File: config.mk
export PLATFORM = sky130hd
export DESIGN_NAME = store_buf
export DESIGN_NICKNAME = d
export VERILOG_FILES = /design/src/rtl/store_buf_pkg.sv /design/src/rtl/store_fmt.sv /design/src/rtl/store_buf.sv
export SDC_FILE = /design/constraint.sdc
export NUM_CORES = 1
export LEC_CHECK = 0
export BUFFER_PORTS_ARGS = -buffer_cell sky130_fd_sc_hd__buf_4
export CAP_MARGIN = 20
export CORE_MARGIN = 1
export CORE_UTILIZATION = 31
export CTS_CLUSTER_DIAMETER = 150
export DETAILED_ROUTE_END_ITERATION = 10
export HOLD_SLACK_MARGIN = 0.05
export PLACE_DENSITY = 0.54
export REMOVE_ABC_BUFFERS = 1
export SETUP_SLACK_MARGIN = 0.2
export SYNTH_ARGS = -nofsm -noshare
export SYNTH_HDL_FRONTEND = slang
export SYNTH_SLANG_ARGS = --single-unit
File: constraint.sdc
create_clock -name clk -period 16.3 [get_ports clk]
set_input_delay 0.815 -clock clk [delete_from_list [all_inputs] [get_ports clk]]
set_output_delay 0.815 -clock clk [all_outputs]
set_load 0.005 [all_outputs]
File: src/rtl/store_buf_pkg.sv
// Shared definitions for the store buffer: access-size codes and the buffered entry layout.
// Entry fields are sized for the widest legal configuration; narrower builds leave upper bits zero.
package store_buf_pkg;

  localparam logic [1:0] SZ_B = 2'b00;
  localparam logic [1:0] SZ_H = 2'b01;
  localparam logic [1:0] SZ_W = 2'b10;
  localparam logic [1:0] SZ_D = 2'b11;

  localparam int MAX_ADDR_W = 64;
  localparam int MAX_DATA_W = 64;
  localparam int MAX_BE_W   = MAX_DATA_W / 8;

  typedef struct packed {
    logic [MAX_ADDR_W-1:0] addr;
    logic [MAX_DATA_W-1:0] data;
    logic [MAX_BE_W-1:0]   be;
  } entry_t;

endpackage

File: src/rtl/store_fmt.sv
// Combinational store formatter: moves store data onto its byte lanes, builds byte enables,
// clears the in-lane address bits and flags misaligned or unsupported-size requests.
module store_fmt
  import store_buf_pkg::*;
#(
  parameter int DATA_W = 32,
  parameter int ADDR_W = 32
) (
  input  logic [ADDR_W-1:0] addr_i,
  input  logic [DATA_W-1:0] data_i,
  input  logic [1:0]        size_i,
  output entry_t            entry_o,
  output logic              err_o
);

  localparam int LANE_B = DATA_W / 8;
  localparam int OFF_W  = $clog2(LANE_B);

  logic [OFF_W-1:0]      off;
  logic [MAX_DATA_W-1:0] dataExt;
  logic [MAX_DATA_W-1:0] dataLow;
  logic [MAX_DATA_W-1:0] laneMask;
  logic [MAX_BE_W-1:0]   beLow;
  logic [MAX_BE_W-1:0]   beMask;
  logic                  misaligned;

  always_comb begin
    off        = addr_i[OFF_W-1:0];
    dataExt    = MAX_DATA_W'(data_i);
    laneMask   = MAX_DATA_W'({DATA_W{1'b1}});
    beMask     = MAX_BE_W'({LANE_B{1'b1}});
    dataLow    = dataExt;
    beLow      = 8'hFF;
    misaligned = 1'b0;
    case (size_i)
      SZ_B: begin
        dataLow    = dataExt & 64'h0000_0000_0000_00FF;
        beLow      = 8'h01;
        misaligned = 1'b0;
      end
      SZ_H: begin
        dataLow    = dataExt & 64'h0000_0000_0000_FFFF;
        beLow      = 8'h03;
        misaligned = off[0];
      end
      SZ_W: begin
        dataLow    = dataExt & 64'h0000_0000_FFFF_FFFF;
        beLow      = 8'h0F;
        misaligned = |off[1:0];
      end
      default: begin
        // A doubleword cannot fit a 32-bit lane, so it is always rejected there.
        dataLow    = dataExt;
        beLow      = 8'hFF;
        misaligned = (DATA_W == 32) || (|off);
      end
    endcase

    err_o         = misaligned;
    entry_o.addr  = MAX_ADDR_W'({addr_i[ADDR_W-1:OFF_W], {OFF_W{1'b0}}});
    entry_o.data  = (dataLow << {off, 3'b000}) & laneMask;
    entry_o.be    = (beLow << off) & beMask;
  end

endmodule

File: src/rtl/store_buf.sv
// Store buffer: FIFO of formatted stores drained to memory, with optional store-to-load
// forwarding compiled in when STORE_BUF_FWD_EN is defined (fwd_* tie to zero otherwise).
module store_buf
  import store_buf_pkg::*;
#(
  parameter int DATA_W = 32,
  parameter int ADDR_W = 32,
  parameter int DEPTH  = 4
) (
  input  logic                       clk,
  input  logic                       rst,
  input  logic                       req_valid,
  output logic                       req_ready,
  input  logic [ADDR_W-1:0]          req_addr,
  input  logic [DATA_W-1:0]          req_data,
  input  logic [1:0]                 req_size,
  output logic                       req_err,
  output logic                       mem_valid,
  input  logic                       mem_ready,
  output logic [ADDR_W-1:0]          mem_addr,
  output logic [DATA_W-1:0]          mem_data,
  output logic [DATA_W/8-1:0]        mem_be,
  output logic                       full,
  output logic                       empty,
  output logic [$clog2(DEPTH+1)-1:0] count,
  input  logic [ADDR_W-1:0]          fwd_addr,
  output logic                       fwd_hit,
  output logic [DATA_W-1:0]          fwd_data,
  output logic [DATA_W/8-1:0]        fwd_be
);

  localparam int BE_W  = DATA_W / 8;
  localparam int OFF_W = $clog2(BE_W);
  localparam int PTR_W = $clog2(DEPTH);
  localparam int CNT_W = $clog2(DEPTH + 1);

  entry_t             buf_q [DEPTH];
  logic [PTR_W-1:0]   wrPtr_q, wrPtr_d;
  logic [PTR_W-1:0]   rdPtr_q, rdPtr_d;
  logic [CNT_W-1:0]   count_q, count_d;
  logic               reqErr_q, reqErr_d;

  entry_t             fmtEntry;
  entry_t             headEntry;
  logic               fmtErr;
  logic               reqFire;
  logic               push;
  logic               pop;
  logic               unusedBits;

  store_fmt #(
    .DATA_W (DATA_W),
    .ADDR_W (ADDR_W)
  ) u_fmt (
    .addr_i  (req_addr),
    .data_i  (req_data),
    .size_i  (req_size),
    .entry_o (fmtEntry),
    .err_o   (fmtErr)
  );

  assign full      = (count_q == CNT_W'(DEPTH));
  assign empty     = (count_q == '0);
  assign count     = count_q;
  assign req_ready = !full;
  assign mem_valid = !empty;
  assign req_err   = reqErr_q;

  // Memory fields read as zero whenever nothing is queued, so stale slots never leak out.
  assign headEntry = buf_q[rdPtr_q];
  assign mem_addr  = mem_valid ? headEntry.addr[ADDR_W-1:0] : '0;
  assign mem_data  = mem_valid ? headEntry.data[DATA_W-1:0] : '0;
  assign mem_be    = mem_valid ? headEntry.be[BE_W-1:0]     : '0;

  assign unusedBits = ^{headEntry, fwd_addr};

  always_comb begin
    reqFire  = req_valid && req_ready;
    push     = reqFire && !fmtErr;
    pop      = mem_valid && mem_ready;
    wrPtr_d  = wrPtr_q + PTR_W'(push);
    rdPtr_d  = rdPtr_q + PTR_W'(pop);
    count_d  = count_q + CNT_W'(push) - CNT_W'(pop);
    reqErr_d = reqFire && fmtErr;
  end

  always_ff @(posedge clk) begin
    if (rst) begin
      wrPtr_q  <= '0;
      rdPtr_q  <= '0;
      count_q  <= '0;
      reqErr_q <= 1'b0;
    end else begin
      wrPtr_q  <= wrPtr_d;
      rdPtr_q  <= rdPtr_d;
      count_q  <= count_d;
      reqErr_q <= reqErr_d;
    end
  end

  always_ff @(posedge clk) begin
    if (!rst && push) begin
      buf_q[wrPtr_q] <= fmtEntry;
    end
  end

`ifdef STORE_BUF_FWD_EN
  logic [MAX_ADDR_W-1:0] fwdAligned;
  logic [PTR_W-1:0]      fwdIdx;

  // Walk oldest to youngest so the last match wins.
  always_comb begin
    fwd_hit    = 1'b0;
    fwd_data   = '0;
    fwd_be     = '0;
    fwdIdx     = '0;
    fwdAligned = MAX_ADDR_W'({fwd_addr[ADDR_W-1:OFF_W], {OFF_W{1'b0}}});
    for (int i = 0; i < DEPTH; i++) begin
      fwdIdx = rdPtr_q + PTR_W'(i);
      if ((CNT_W'(i) < count_q) && (buf_q[fwdIdx].addr == fwdAligned)) begin
        fwd_hit  = 1'b1;
        fwd_data = buf_q[fwdIdx].data[DATA_W-1:0];
        fwd_be   = buf_q[fwdIdx].be[BE_W-1:0];
      end
    end
  end
`else
  assign fwd_hit  = 1'b0;
  assign fwd_data = '0;
  assign fwd_be   = '0;
`endif

endmodule
# Yosys cells after proc, flatten, opt, wreduce, memory -nomap -nowiden
# Memories as Yosys holds them, arrays and structs flattened. A register that Yosys moved wholly into a read port is not among the register bits.
# Cells that the tools add are included.
# totals
regBits	8
ramBits	264
memories	1
inputBits	102
# op_classes
n_reduce_logical	12
shift	2
muxes	9
add_sub_neg	4
n_eq_ne	3
# memory_table
name	depth	width	read_ports	rd_ports_with_merged_regs	write_ports	line_no	source
buf_q	4	66	1	1	1	store_buf.sv:37	entry_t buf_q [DEPTH];
# op_table
cell	n
32-bit 2-to-1 mux	2
32-bit one-hot mux with 2 select lines	1
64-bit by 5-bit << shifter with 32-bit output	1
8-bit one-hot mux with 3 select lines	1
8-bit by 2-bit << shifter with 4-bit output	1
1-bit logical AND	5
2-bit by 1-bit adder with 2-bit output	2
1-bit zero test	4
4-bit 2-to-1 mux	1
3-bit by 1-bit adder with 3-bit output	1
3-bit == test, second input constant	1
3-bit zero test	1
1-bit one-hot mux with 3 select lines	1
3-bit by 1-bit subtractor with 3-bit output	1
2-bit by 1-bit == test with 1-bit output, second input constant	1
2-bit == test, second input constant	1
2-bit zero test	1
1-bit 2-to-1 mux	2
2-bit 2-to-1 mux	1
2-bit OR reduction	1

# Longest topological paths before layout
# logic_depth
ltp_word	7
mapped_depth	11

# By module
# Synthesis repeated with hierarchy kept, for this count alone.
# hier_totals
cells_unflattened	703
hier_area_um2	12395.6
# modules_own_cells
mod	seq_area_each_um2	instances	area_each_um2	cells_each
store_buf	8328.0	1	11038.1	514
store_fmt	0.0	1	1357.6	189

# Worst setup path after synthesis
# No wires, ideal clock.
# synth_path
path_type	input to register
start	input req_addr[1]
end	memory buf_q[3][0] (netlist bit) (enable)
arrival_ns	8.021
slack_ns	7.603
t_required_ns	15.624
path_buffers	0
setup_time_ns	0.676
stages	3
cell_sequence	o21ai_0 a21oi_1 nor4b_1
# synth_via
elab_chain_len	7
# synth_rtl
item	line_no	source
start: declaration	store_buf.sv:14	input logic [ADDR_W-1:0] req_addr,
2-bit OR reduction	store_fmt.sv:49	misaligned = |off[1:0];
1-bit one-hot mux with 3 select lines	store_fmt.sv:35	case (size_i)
1-bit zero test	store_buf.sv:79	push = reqFire && !fmtErr;
1-bit logical AND	store_buf.sv:79	
1-bit logical AND	store_buf.sv:102	if (!rst && push) begin
1-bit 2-to-1 mux	store_buf.sv:102	
1-bit 2-to-1 mux (implied by the code)	store_buf.sv:103	buf_q[wrPtr_q] <= fmtEntry;
end: declaration	store_buf.sv:37	
# No other way between the ends.

==> out/metrics.cfg <==
[clocking]
ctsResizeCount=0
clock_latency_ns=0.50
clock_path_buffers=3
clk_pin_slew_ns=0.06
h-tree-depth=2
root_buffer=clkbuf_16
cts_made_buffers=34
cts_tree=done
holdBufCountCts=0
cts.sinks=272
post_cts_buffers=0

[final_layout]
nets=871
drive_above_1_share_pct=35.1
final_area_mm2=0.0138
fin_util_pct=38.6
nFillCells=3312
insertedDiodeCount=0
seqCellArea_mm2=0.00810
final_cells=1248
multi_input_area_mm2=0.00285
area_growth_pct=22.2

[power_and_ir_drop]
finalPower_mw=2.04
power_leakage_nw=4.75
vdd_drop_max_mv=0.215
powerDensity_mw_per_mm2=148

[status]
status=complete, but fails checks
violations=design-rule violations

[sta]
worst_pin_slew_ns=0.876
fin_setup_tns_ns=0
fin_skew_ns=0.0185
max_freq_ghz=0.262
setup_ws_ns=12.48
final_hold_viol_count=0
slew_headroom_pct=41.3
post-route-period-util_pct=23.4
maxSlewViolCount=0
final-setup-viol-count=0
rsz0062_at_grt=no
period_minus_slack_ns=3.82
hold-worst-slack_ns=0.514

[route]
drt_iter0_drc=320
drtAntennaViolNets=0
via_per_inst=4.64
drt_wl_total_um=25300
wl_per_cell_um=20.3
routed-via-count=5785
route.detailed.drc=20
first_pass_iters=8

[setup_path]
crit_arrival_ns=3.00
crit_required_ns=15.49
cp-start-kind=register
path_class=register to primary output
end_kind=primary output
reg2reg_depth=10
cp_max_fo=34

[floorplanning]
dieArea_mm2=0.0371
fp.dieW_um=193
core.rowCount=69
initial_core_util_pct=31.6
die_y_um=193
placeableCoreArea_mm2=0.0357
io_pins=215

[placed_design]
postPlaceCellArea_mm2=0.0127
placed_cells=1188
port_buffers=143
dp_hpwl_um=14400
place.gp.congestion=0.681
dp_slack_ns=12.42

[yosys]
ys_seq_area_share_pct=71.9
netlist_area_mm2=0.0113
ys_ff_latch=272
synth-edff-count=264
ys_async_sr_fraction_pct=0
synth.distinct_cells=34
syn_inst=605
ys.warnings.count=0
synth.avg_cell_area_um2=18.6
ys.flop_type=edfxtp_1

[min_path]
min_path_type=primary input to register
whs_path_depth=1

[grt]
overflow=0
grt_pass1_wl_um=37200
grt_max_degree=70
grt_pass1_vias=6038
antenna_found_initial=0
track_usage_pct=13.7

[run]
max_cap_viol_count=0

==> layout by cell type (no fill, tap or decap), types with 2 or more instances in the layout <==
cell type  count
a21oi_1        2
a22o_1         8
a31oi_1        8
and2_1        83
buf_4        155
bufinv_16      2
clkbuf_1       7
clkbuf_16     35
clkinv_1      10
clkinv_2       3
conb_1        39
dfxtp_1        6
dfxtp_4        2
edfxtp_1     264
ha_1           4
inv_1          5
inv_6          3
mux2i_1        8
mux4_2        66
nand2_1       19
nand2b_1       2
nor2_1        16
nor2b_1        4
nor3_2         2
nor4b_2        2
o21ai_0       10
o22ai_1        8
or2_2          2
xnor2_1        4
==> registers in the layout, indices dropped and copies added (netlist names) <==
register  count
rdPtr_q       2
wrPtr_q       2
count         3
req_err       1
buf_q       264
==> cell usage after synthesis (all sizes together) (2+ instances only) <==
master / n / share of area [%]
a21oi: 2 / 0.089
a22o: 8 / 0.62
a31oi: 8 / 0.44
and2: 83 / 4.6
buf: 56 / 3.6
clkbuf: 14 / 0.47
clkinv: 2 / 0.067
dfxtp: 8 / 1.4
edfxtp: 264 / 70
ha: 4 / 0.44
inv: 5 / 0.17
mux2i: 8 / 0.71
mux4: 66 / 13
nand2: 19 / 0.63
nand2b: 2 / 0.11
nor2: 16 / 0.53
nor2b: 4 / 0.22
nor3: 3 / 0.18
nor4b: 2 / 0.16
o21ai: 10 / 0.44
o22ai: 8 / 0.44
or2: 2 / 0.11
xnor2: 4 / 0.31
==> power by group <==
part           internal [mW]  leakage, nW  switching, mW
clock network          0.425        0.510          0.281
logic                  0.284         1.77          0.218
registers              0.793         2.47         0.0358
total                   1.50         4.75          0.535
==> worst max-delay path, stage by stage (launching register included) <==
cell and delay, ns:
dfxtp_4 0.83, buf_4 0.72, mux4_2 0.57, and2_1 0.21, buf_4 0.15
==> final cells by class <==
class	instances	area share, %
clock buffer	42	6.56
clock inverter	17	1.02
inverter	7	0.191
multi-input combinational	294	20.7
sequential	272	58.9
tap	461	4.19
timing repair buffer	155	8.46
==> logic make-up after synthesis <==
group / share of synthesized area (%)
adders and majority gates: 0.623
muxes: 13.9
xor gates and xnor gates: 0.311
and+or+nand+nor: 6.82
other: 0.0333
buffers and inverters: 4.32
AOI/OAI and AO/OA: 2.11
DFF: 71.9
==> worst paths after layout <==
check | from | to | slack [ns]
min | req_addr[8] | buf_q[0][42] | 0.51
max reg2reg | count[1] | count[2] | 13.43
max | rdPtr_q[0] | mem_data[28] | 12.48
min reg2reg | wrPtr_q[1] | wrPtr_q[1] | 0.60
==> per-layer routing <==
layer,wire (µm),up-vias,part of all wire (%),track usage (%)
met2,12200,184,48,22.7
met5,0,-,0,0
met1,10900,2948,43,18.4
li1,-,2608,-,-
met4,578,0,2.3,3.94
met3,1600,45,6.3,2.56
No activity file was read; power rests on OpenSTA's default activity.
